[config.mk]
export PLATFORM = sky130hd
export DESIGN_NAME = traffic_light_monitor_flat
export DESIGN_NICKNAME = d
export VERILOG_FILES = /design/src/rtl/traffic_light_monitor_if.sv /design/src/rtl/traffic_light_monitor.sv /design/src/flat_wrapper.sv
export SDC_FILE = /design/constraint.sdc
export NUM_CORES = 1
export LEC_CHECK = 0
export CAP_MARGIN = 20
export CORE_ASPECT_RATIO = 1.2
export CORE_UTILIZATION = 54
export CTS_CLUSTER_DIAMETER = 60
export CTS_CLUSTER_SIZE = 30
export DETAILED_ROUTE_END_ITERATION = 8
export HOLD_SLACK_MARGIN = 0.08
export PLACE_DENSITY = 0.88
export SLEW_MARGIN = 20
export SYNTH_ARGS = -nofsm -noshare
export SYNTH_HDL_FRONTEND = slang
export SYNTH_SLANG_ARGS = --single-unit
[constraint.sdc]
create_clock -name clk -period 2.55 [get_ports clk]
set_input_delay 0.255 -clock clk [delete_from_list [all_inputs] [get_ports clk]]
set_output_delay 0.255 -clock clk [all_outputs]
set_load 0.005 [all_outputs]
[src/rtl/traffic_light_monitor_if.sv]
// Controller-to-monitor bundle: sampled light codes in, lamp drives and fault status out.
// TRAFFIC_MON_CLEAR_EN adds the fault_clr request line.
interface traffic_light_monitor_if;
  logic [1:0] main_light;
  logic [1:0] side_light;
  logic [2:0] main_lamp;
  logic [2:0] side_lamp;
  logic       fault;
  logic [2:0] fault_code;
`ifdef TRAFFIC_MON_CLEAR_EN
  logic       fault_clr;

  modport master (
    output main_light, side_light, fault_clr,
    input  main_lamp, side_lamp, fault, fault_code
  );
  modport slave (
    input  main_light, side_light, fault_clr,
    output main_lamp, side_lamp, fault, fault_code
  );
`else
  modport master (
    output main_light, side_light,
    input  main_lamp, side_lamp, fault, fault_code
  );
  modport slave (
    input  main_light, side_light,
    output main_lamp, side_lamp, fault, fault_code
  );
`endif
endinterface

[src/rtl/traffic_light_monitor.sv]
// Traffic-light safety monitor: decodes light codes to lamp drives, latches the first
// violation and flashes red. Define TRAFFIC_MON_CLEAR_EN to allow leaving FAULT via fault_clr.
module traffic_light_monitor #(
  parameter int unsigned MIN_DWELL = 10,
  parameter int unsigned MAX_DWELL = 16,
  parameter int unsigned FLASH_DIV = 8
) (
  input logic                    clk,
  input logic                    rst,
  traffic_light_monitor_if.slave mon
);

  localparam int unsigned CNT_W   = $clog2(MAX_DWELL + 2);
  localparam int unsigned FLASH_W = $clog2(2 * FLASH_DIV);

  localparam logic [CNT_W-1:0]   CNT_SAT    = CNT_W'(MAX_DWELL + 1);
  localparam logic [CNT_W-1:0]   CNT_MIN    = CNT_W'(MIN_DWELL);
  localparam logic [CNT_W-1:0]   CNT_MAX    = CNT_W'(MAX_DWELL);
  localparam logic [FLASH_W-1:0] FLASH_LAST = FLASH_W'(2 * FLASH_DIV - 1);
  localparam logic [FLASH_W-1:0] FLASH_HALF = FLASH_W'(FLASH_DIV);

  localparam logic [1:0] CODE_R = 2'b00;
  localparam logic [1:0] CODE_Y = 2'b01;
  localparam logic [1:0] CODE_G = 2'b10;
  localparam logic [1:0] CODE_X = 2'b11;

  localparam logic [2:0] LAMP_R   = 3'b100;
  localparam logic [2:0] LAMP_Y   = 3'b010;
  localparam logic [2:0] LAMP_G   = 3'b001;
  localparam logic [2:0] LAMP_OFF = 3'b000;

  localparam logic [2:0] FC_NONE     = 3'd0;
  localparam logic [2:0] FC_INVALID  = 3'd1;
  localparam logic [2:0] FC_CONFLICT = 3'd2;
  localparam logic [2:0] FC_BAD_TRAN = 3'd3;
  localparam logic [2:0] FC_SHORT    = 3'd4;
  localparam logic [2:0] FC_STUCK    = 3'd5;

  typedef enum logic {MONITOR, FAULT} state_e;

  state_e             state_q, state_d;
  logic [1:0]         prev_main_q, prev_main_d;
  logic [1:0]         prev_side_q, prev_side_d;
  logic [CNT_W-1:0]   cnt_q, cnt_d;
  logic               armed_q, armed_d;
  logic [FLASH_W-1:0] flash_q, flash_d;
  logic [2:0]         main_lamp_q, main_lamp_d;
  logic [2:0]         side_lamp_q, side_lamp_d;
  logic               fault_q, fault_d;
  logic [2:0]         fault_code_q, fault_code_d;

  logic               changed;
  logic [2:0]         viol_code;

  // Unused code 11 decodes to red so a lamp never shows an undefined aspect.
  function automatic logic [2:0] decode(input logic [1:0] code);
    case (code)
      CODE_Y:  decode = LAMP_Y;
      CODE_G:  decode = LAMP_G;
      default: decode = LAMP_R;
    endcase
  endfunction

  function automatic logic legal_step(input logic [1:0] prev, input logic [1:0] cur);
    legal_step = (cur == prev) ||
                 (prev == CODE_R && cur == CODE_G) ||
                 (prev == CODE_G && cur == CODE_Y) ||
                 (prev == CODE_Y && cur == CODE_R);
  endfunction

  // Prioritised violation detection against the registered previous pair.
  always_comb begin
    viol_code = FC_NONE;
    changed   = (mon.main_light != prev_main_q) || (mon.side_light != prev_side_q);
    if (mon.main_light == CODE_X || mon.side_light == CODE_X) begin
      viol_code = FC_INVALID;
    end else if (mon.main_light != CODE_R && mon.side_light != CODE_R) begin
      viol_code = FC_CONFLICT;
    end else if (!legal_step(prev_main_q, mon.main_light) ||
                 !legal_step(prev_side_q, mon.side_light)) begin
      viol_code = FC_BAD_TRAN;
    end else if (changed && armed_q && (cnt_q < CNT_MIN)) begin
      viol_code = FC_SHORT;
    end else if (!changed && (cnt_q >= CNT_MAX)) begin
      viol_code = FC_STUCK;
    end
  end

  always_comb begin
    state_d      = state_q;
    prev_main_d  = prev_main_q;
    prev_side_d  = prev_side_q;
    cnt_d        = cnt_q;
    armed_d      = armed_q;
    flash_d      = flash_q;
    main_lamp_d  = main_lamp_q;
    side_lamp_d  = side_lamp_q;
    fault_d      = fault_q;
    fault_code_d = fault_code_q;

    case (state_q)
      MONITOR: begin
        if (viol_code != FC_NONE) begin
          state_d      = FAULT;
          fault_d      = 1'b1;
          fault_code_d = viol_code;
          flash_d      = '0;
          main_lamp_d  = LAMP_R;
          side_lamp_d  = LAMP_R;
        end else begin
          fault_d      = 1'b0;
          fault_code_d = FC_NONE;
          main_lamp_d  = decode(mon.main_light);
          side_lamp_d  = decode(mon.side_light);
          prev_main_d  = mon.main_light;
          prev_side_d  = mon.side_light;
          armed_d      = armed_q | changed;
          if (changed) begin
            cnt_d = CNT_W'(1);
          end else if (cnt_q != CNT_SAT) begin
            cnt_d = cnt_q + CNT_W'(1);
          end
        end
      end
      FAULT: begin
`ifdef TRAFFIC_MON_CLEAR_EN
        if (mon.fault_clr) begin
          // Re-seed history from the live inputs; checking resumes next cycle.
          state_d      = MONITOR;
          fault_d      = 1'b0;
          fault_code_d = FC_NONE;
          prev_main_d  = mon.main_light;
          prev_side_d  = mon.side_light;
          cnt_d        = CNT_W'(1);
          armed_d      = 1'b0;
          flash_d      = '0;
          main_lamp_d  = decode(mon.main_light);
          side_lamp_d  = decode(mon.side_light);
        end else begin
          flash_d     = (flash_q == FLASH_LAST) ? '0 : flash_q + FLASH_W'(1);
          main_lamp_d = (flash_d < FLASH_HALF) ? LAMP_R : LAMP_OFF;
          side_lamp_d = (flash_d < FLASH_HALF) ? LAMP_R : LAMP_OFF;
        end
`else
        flash_d     = (flash_q == FLASH_LAST) ? '0 : flash_q + FLASH_W'(1);
        main_lamp_d = (flash_d < FLASH_HALF) ? LAMP_R : LAMP_OFF;
        side_lamp_d = (flash_d < FLASH_HALF) ? LAMP_R : LAMP_OFF;
`endif
      end
      default: state_d = MONITOR;
    endcase
  end

  always_ff @(posedge clk or posedge rst) begin
    if (rst) begin
      state_q      <= MONITOR;
      prev_main_q  <= CODE_R;
      prev_side_q  <= CODE_R;
      cnt_q        <= '0;
      armed_q      <= 1'b0;
      flash_q      <= '0;
      main_lamp_q  <= LAMP_R;
      side_lamp_q  <= LAMP_R;
      fault_q      <= 1'b0;
      fault_code_q <= FC_NONE;
    end else begin
      state_q      <= state_d;
      prev_main_q  <= prev_main_d;
      prev_side_q  <= prev_side_d;
      cnt_q        <= cnt_d;
      armed_q      <= armed_d;
      flash_q      <= flash_d;
      main_lamp_q  <= main_lamp_d;
      side_lamp_q  <= side_lamp_d;
      fault_q      <= fault_d;
      fault_code_q <= fault_code_d;
    end
  end

  assign mon.main_lamp  = main_lamp_q;
  assign mon.side_lamp  = side_lamp_q;
  assign mon.fault      = fault_q;
  assign mon.fault_code = fault_code_q;

endmodule
[src/flat_wrapper.sv]
// flat-port wrapper written by rule: the top's interface ports become plain ports
module traffic_light_monitor_flat 
#(
  parameter int unsigned MIN_DWELL = 10,
  parameter int unsigned MAX_DWELL = 16,
  parameter int unsigned FLASH_DIV = 8
)
  (clk, rst, mon_main_light, mon_side_light, mon_main_lamp, mon_side_lamp, mon_fault, mon_fault_code);
  traffic_light_monitor_if mon_i ();
  input logic clk;
  input logic rst;
  input wire logic [$bits(mon_i.main_light)-1:0] mon_main_light;
  input wire logic [$bits(mon_i.side_light)-1:0] mon_side_light;
  output wire logic [$bits(mon_i.main_lamp)-1:0] mon_main_lamp;
  output wire logic [$bits(mon_i.side_lamp)-1:0] mon_side_lamp;
  output wire logic [$bits(mon_i.fault)-1:0] mon_fault;
  output wire logic [$bits(mon_i.fault_code)-1:0] mon_fault_code;
  assign mon_i.main_light = mon_main_light;
  assign mon_i.side_light = mon_side_light;
  assign mon_main_lamp = mon_i.main_lamp;
  assign mon_side_lamp = mon_i.side_lamp;
  assign mon_fault = mon_i.fault;
  assign mon_fault_code = mon_i.fault_code;
  traffic_light_monitor #(.MIN_DWELL(MIN_DWELL), .MAX_DWELL(MAX_DWELL), .FLASH_DIV(FLASH_DIV)) u_core (.clk(clk), .rst(rst), .mon(mon_i));
endmodule
==> impl_metrics.py <==
metrics = {
    "global_routing": {
        "grt_pass1_wl_um": 4400,
        "track_usage_pct": 22.5,
        "antenna_found_initial": 0,
        "grt_max_degree": 26,
        "grt_overflow": 0,
        "grt_use_met2_pct": 39.6,
        "grtUsageMet1_pct": 29.2,
        "busiest_layer": "met2",
        "grtUsageMet3_pct": 2.85,
        "grt_pass1_vias": 966,
    },
    "clock_tree": {
        "post_cts_resized": 0,
        "cts-root-buf": "clkbuf_4",
        "numCtsBuffers": 3,
        "clock_sinks": 25,
        "cts_tree": "yes",
        "hold_buffers": 0,
        "clkLatencyLatePin_ns": 0.32,
        "clk_pin_slew_worst_paths_ns": 0.15,
        "htreeDepth": 1,
        "post_cts_buffers": 0,
        "clk_path_buf_depth": 2,
    },
    "worst_setup_path": {
        "start_kind": "input port",
        "r2r-end": "u_core.cnt_q[1]",
        "slowest_delay_ns": 0.51,
        "r2r_slack_ns": 0.49,
        "rr_worst_depth": 6,
        "slowest_stage": "clkdlybuf4s50_1",
        "path_class": "input port to flop",
        "path_delay_family": "buffers and inverters",
        "worst_setup_path_end_kind": "flop",
        "cp.arrival_ns": 2.43,
        "r2r_start": "u_core.prev_main_q[1]",
        "path_buf_inv": 3,
        "crit_chain": "clkdlybuf4s50_1 -> inv_1 -> ha_1 -> mux2i_1 -> o2bb2a_1 -> a22o_4 -> nor3_4 -> buf_4 -> mux2_1",
        "crit_fanout": 7,
        "critPathRequiredTime_ns": 2.77,
    },
    "placement": {
        "io_buffers": 15,
        "dp.final_hpwl_um": 2070,
        "place_congestion": 0.811,
    },
    "floorplan": {
        "io_pins": 16,
        "rows": 19,
        "dieArea_sq_um": 2730,
        "die_x_um": 47.8,
        "coreArea_sq_um": 2330,
        "start_util_pct": 58.4,
        "die_h_um": 57,
    },
    "outcome": {
        "status": "finished clean",
    },
    "sta": {
        "drv_slew": 0,
        "rsz0062_at_grt": "no",
        "post-route-period-util_pct": 86.8,
        "tightestPinTransition_ns": 0.360,
        "setup_viol_count_final": 0,
        "period_minus_slack_ns": 2.21,
        "max_freq_ghz": 0.452,
        "maxSlewHeadroom_pct": 75.7,
        "hold_violations": 0,
        "fin_tns_setup_ns": 0,
        "fin_skew_ns": 0.00860,
    },
    "detailed_routing": {
        "routedWlPerCell_um": 15.6,
        "dr.pass1.iters": 4,
        "initialDrtViolationCount": 36,
        "vias": 945,
        "drc": 0,
        "ant_nets": 0,
        "wl_um": 2720,
        "vias_per_cell": 5.43,
    },
    "layout": {
        "nets": 163,
        "multiInputGateArea_sq_um": 677,
        "seq_area_sq_um": 628,
        "syn2layout_area_growth_pct": 18.6,
        "num_antenna_cells": 0,
        "fill_cells": 180,
        "drive_gt1_share_pct": 12.6,
    },
    "synth": {
        "synthSimpleGateAreaFrac_pct": 12.9,
        "synthesis.area_sq_um": 1360,
        "yosys.area_share.adder_pct": 11.9,
        "synth_top_family_by_area": "compound AO/OA/AOI/OAI gates",
        "netlist-cell-type-count": 35,
        "synthMuxAreaShare_pct": 8.00,
        "synth_cells": 120,
        "ys_ff_latch": 25,
        "synthXorXnorAreaFrac_pct": 3.22,
        "ys_seq_area_share_pct": 46.1,
        "synth-compound-area-share_pct": 13.7,
        "synth_nets": 139,
        "synth_warnings": 0,
        "avgSynthCellArea_sq_um": 11.3,
    },
    "worst_hold_path": {
        "hp-class": "input port to async pin",
    },
    "power": {
        "total_power_uw": 671,
        "p_leak_uw": 0.000740,
        "ir_worst_vdd_uv": 337,
        "power.density_nw_per_um2": 415,
    },
    "run": {
        "cap_violations": 0,
    },
}
==> cells in the mapped netlist, drive strengths merged <==
| master | count | area [sq um] |
|---|---|---|
| nor3 | 3 | 26.3 |
| inv | 12 | 45.0 |
| clkbuf | 1 | 3.75 |
| nand3 | 6 | 30.0 |
| nand2 | 4 | 15.0 |
| o21ai | 6 | 30.0 |
| o2bb2a | 1 | 10.0 |
| o41ai | 3 | 33.8 |
| a21oi | 6 | 30.0 |
| and2 | 5 | 31.3 |
| o22ai | 1 | 6.26 |
| xnor2 | 4 | 35.0 |
| mux2i | 4 | 52.6 |
| dfstp | 2 | 52.6 |
| a21o | 2 | 15.0 |
| nand3b | 1 | 7.51 |
| buf | 1 | 7.51 |
| o2bb2ai | 1 | 8.76 |
| xor2 | 1 | 8.76 |
| a22o | 3 | 35.0 |
| o22a | 1 | 8.76 |
| nor2 | 5 | 18.8 |
| mux2 | 5 | 56.3 |
| nor4 | 2 | 12.5 |
| a2bb2oi | 1 | 8.76 |
| nor2b | 2 | 12.5 |
| ha | 13 | 163 |
| nand4 | 1 | 21.3 |
| dfrtp | 23 | 576 |
==> worst max path at each step <==
| stage | to | depth (start not counted) | from |
|---|---|---|---|
| 2_1_floorplan | u_core.prev_side_q[0] | 6 | u_core.prev_side_q[1] |
| 3_3_place_gp | u_core.cnt_q[1] | 9 | mon_side_light[0] |
| 3_5_place_dp | u_core.cnt_q[1] | 9 | mon_main_light[1] |
| 4_1_cts | u_core.cnt_q[1] | 9 | mon_main_light[1] |
| 5_1_grt | u_core.prev_side_q[1] | 9 | mon_main_light[1] |
| 6_report | u_core.cnt_q[1] | 9 | mon_main_light[1] |
==> layer usage <==
layer	up-vias	share of wire (%)
li1	465	-
met1	456	42
met2	20	54
met3	4	2.8
met4	0	1.1
met5	-	0
==> worst register-to-register path, cell delays in order, from the launching register on <==
cell and delay (ns):
dfrtp_1 0.45, xnor2_1 0.30, o2bb2a_1 0.28, a22o_4 0.26, nor3_4 0.17, buf_4 0.18, mux2_1 0.33
==> cells in the final DEF (no fill, tap or decap), types with 2 or more instances in the layout <==
master | netlist | routed
dfrtp_1 | 23 | 23
clkdlybuf4s50_1 | 0 | 15
ha_1 | 13 | 13
inv_1 | 11 | 11
nand3_1 | 6 | 6
a21oi_1 | 6 | 6
buf_4 | 1 | 6
nor2_1 | 5 | 5
mux2_1 | 5 | 5
and2_1 | 5 | 5
xnor2_1 | 4 | 4
nand2_1 | 4 | 4
o21ai_0 | 3 | 3
o21ai_1 | 3 | 3
mux2i_1 | 3 | 3
clkbuf_4 | 0 | 3
nor3_1 | 2 | 2
a22o_1 | 2 | 2
nor4_1 | 2 | 2
nor2b_1 | 2 | 2
o41ai_1 | 2 | 2
a21o_1 | 2 | 2
dfstp_2 | 2 | 2
==> kinds of logic (layout without fill, tap and decap cells) <==
kind of cell / Yosys count / after routing
mux: 9 / 9
buf+inv: 14 / 37
flops: 25 / 25
compound gates: 25 / 25
fa+ha+maj: 13 / 13
simple gates: 29 / 29
xor+xnor: 5 / 5
==> area by class of cell <==
class | count | share of cell area, %
multi-input cells | 81 | 41.9
flip-flops and latches | 25 | 38.9
repair buffers | 21 | 12.1
inverters | 12 | 2.79
well taps | 31 | 2.40
clock buffers | 3 | 1.40
clock inverters | 1 | 0.465
==> sequential cells by signal (all words and copies together) (netlist names) <==
| register | flops |
|---|---|
| u_core.armed_q | 1 |
| u_core.prev_main_q | 2 |
| u_core.mon.side_lamp | 3 |
| u_core.mon.fault_code | 3 |
| u_core.state_q | 1 |
| u_core.flash_q | 4 |
| u_core.cnt_q | 5 |
| u_core.prev_side_q | 2 |
| u_core.mon.fault | 1 |
| u_core.mon.main_lamp | 3 |
==> power breakdown <==
part           switching [uW]  internal [uW]  leakage, uW
Clock                     122           59.8    0.0000139
Sequential               9.80            405     0.000312
Combinational            39.6           34.6     0.000414
Total                     171            500     0.000740
==> per-stage QoR <==
stage	std cells	util (%)	instance area [sq um]	setup slack [ns]	hold slack, ns
floorplan	120	-	1360	0.540	0.281
global placement	170	68.0	1580	0.148	0.450
detailed placement	170	68.0	1580	0.00407	0.462
CTS	174	69.3	1610	0.356	0.265
global route	174	69.3	1610	0.267	0.289
finish	174	69.3	1610	0.338	0.263
(Power assumes the default switching activity.)
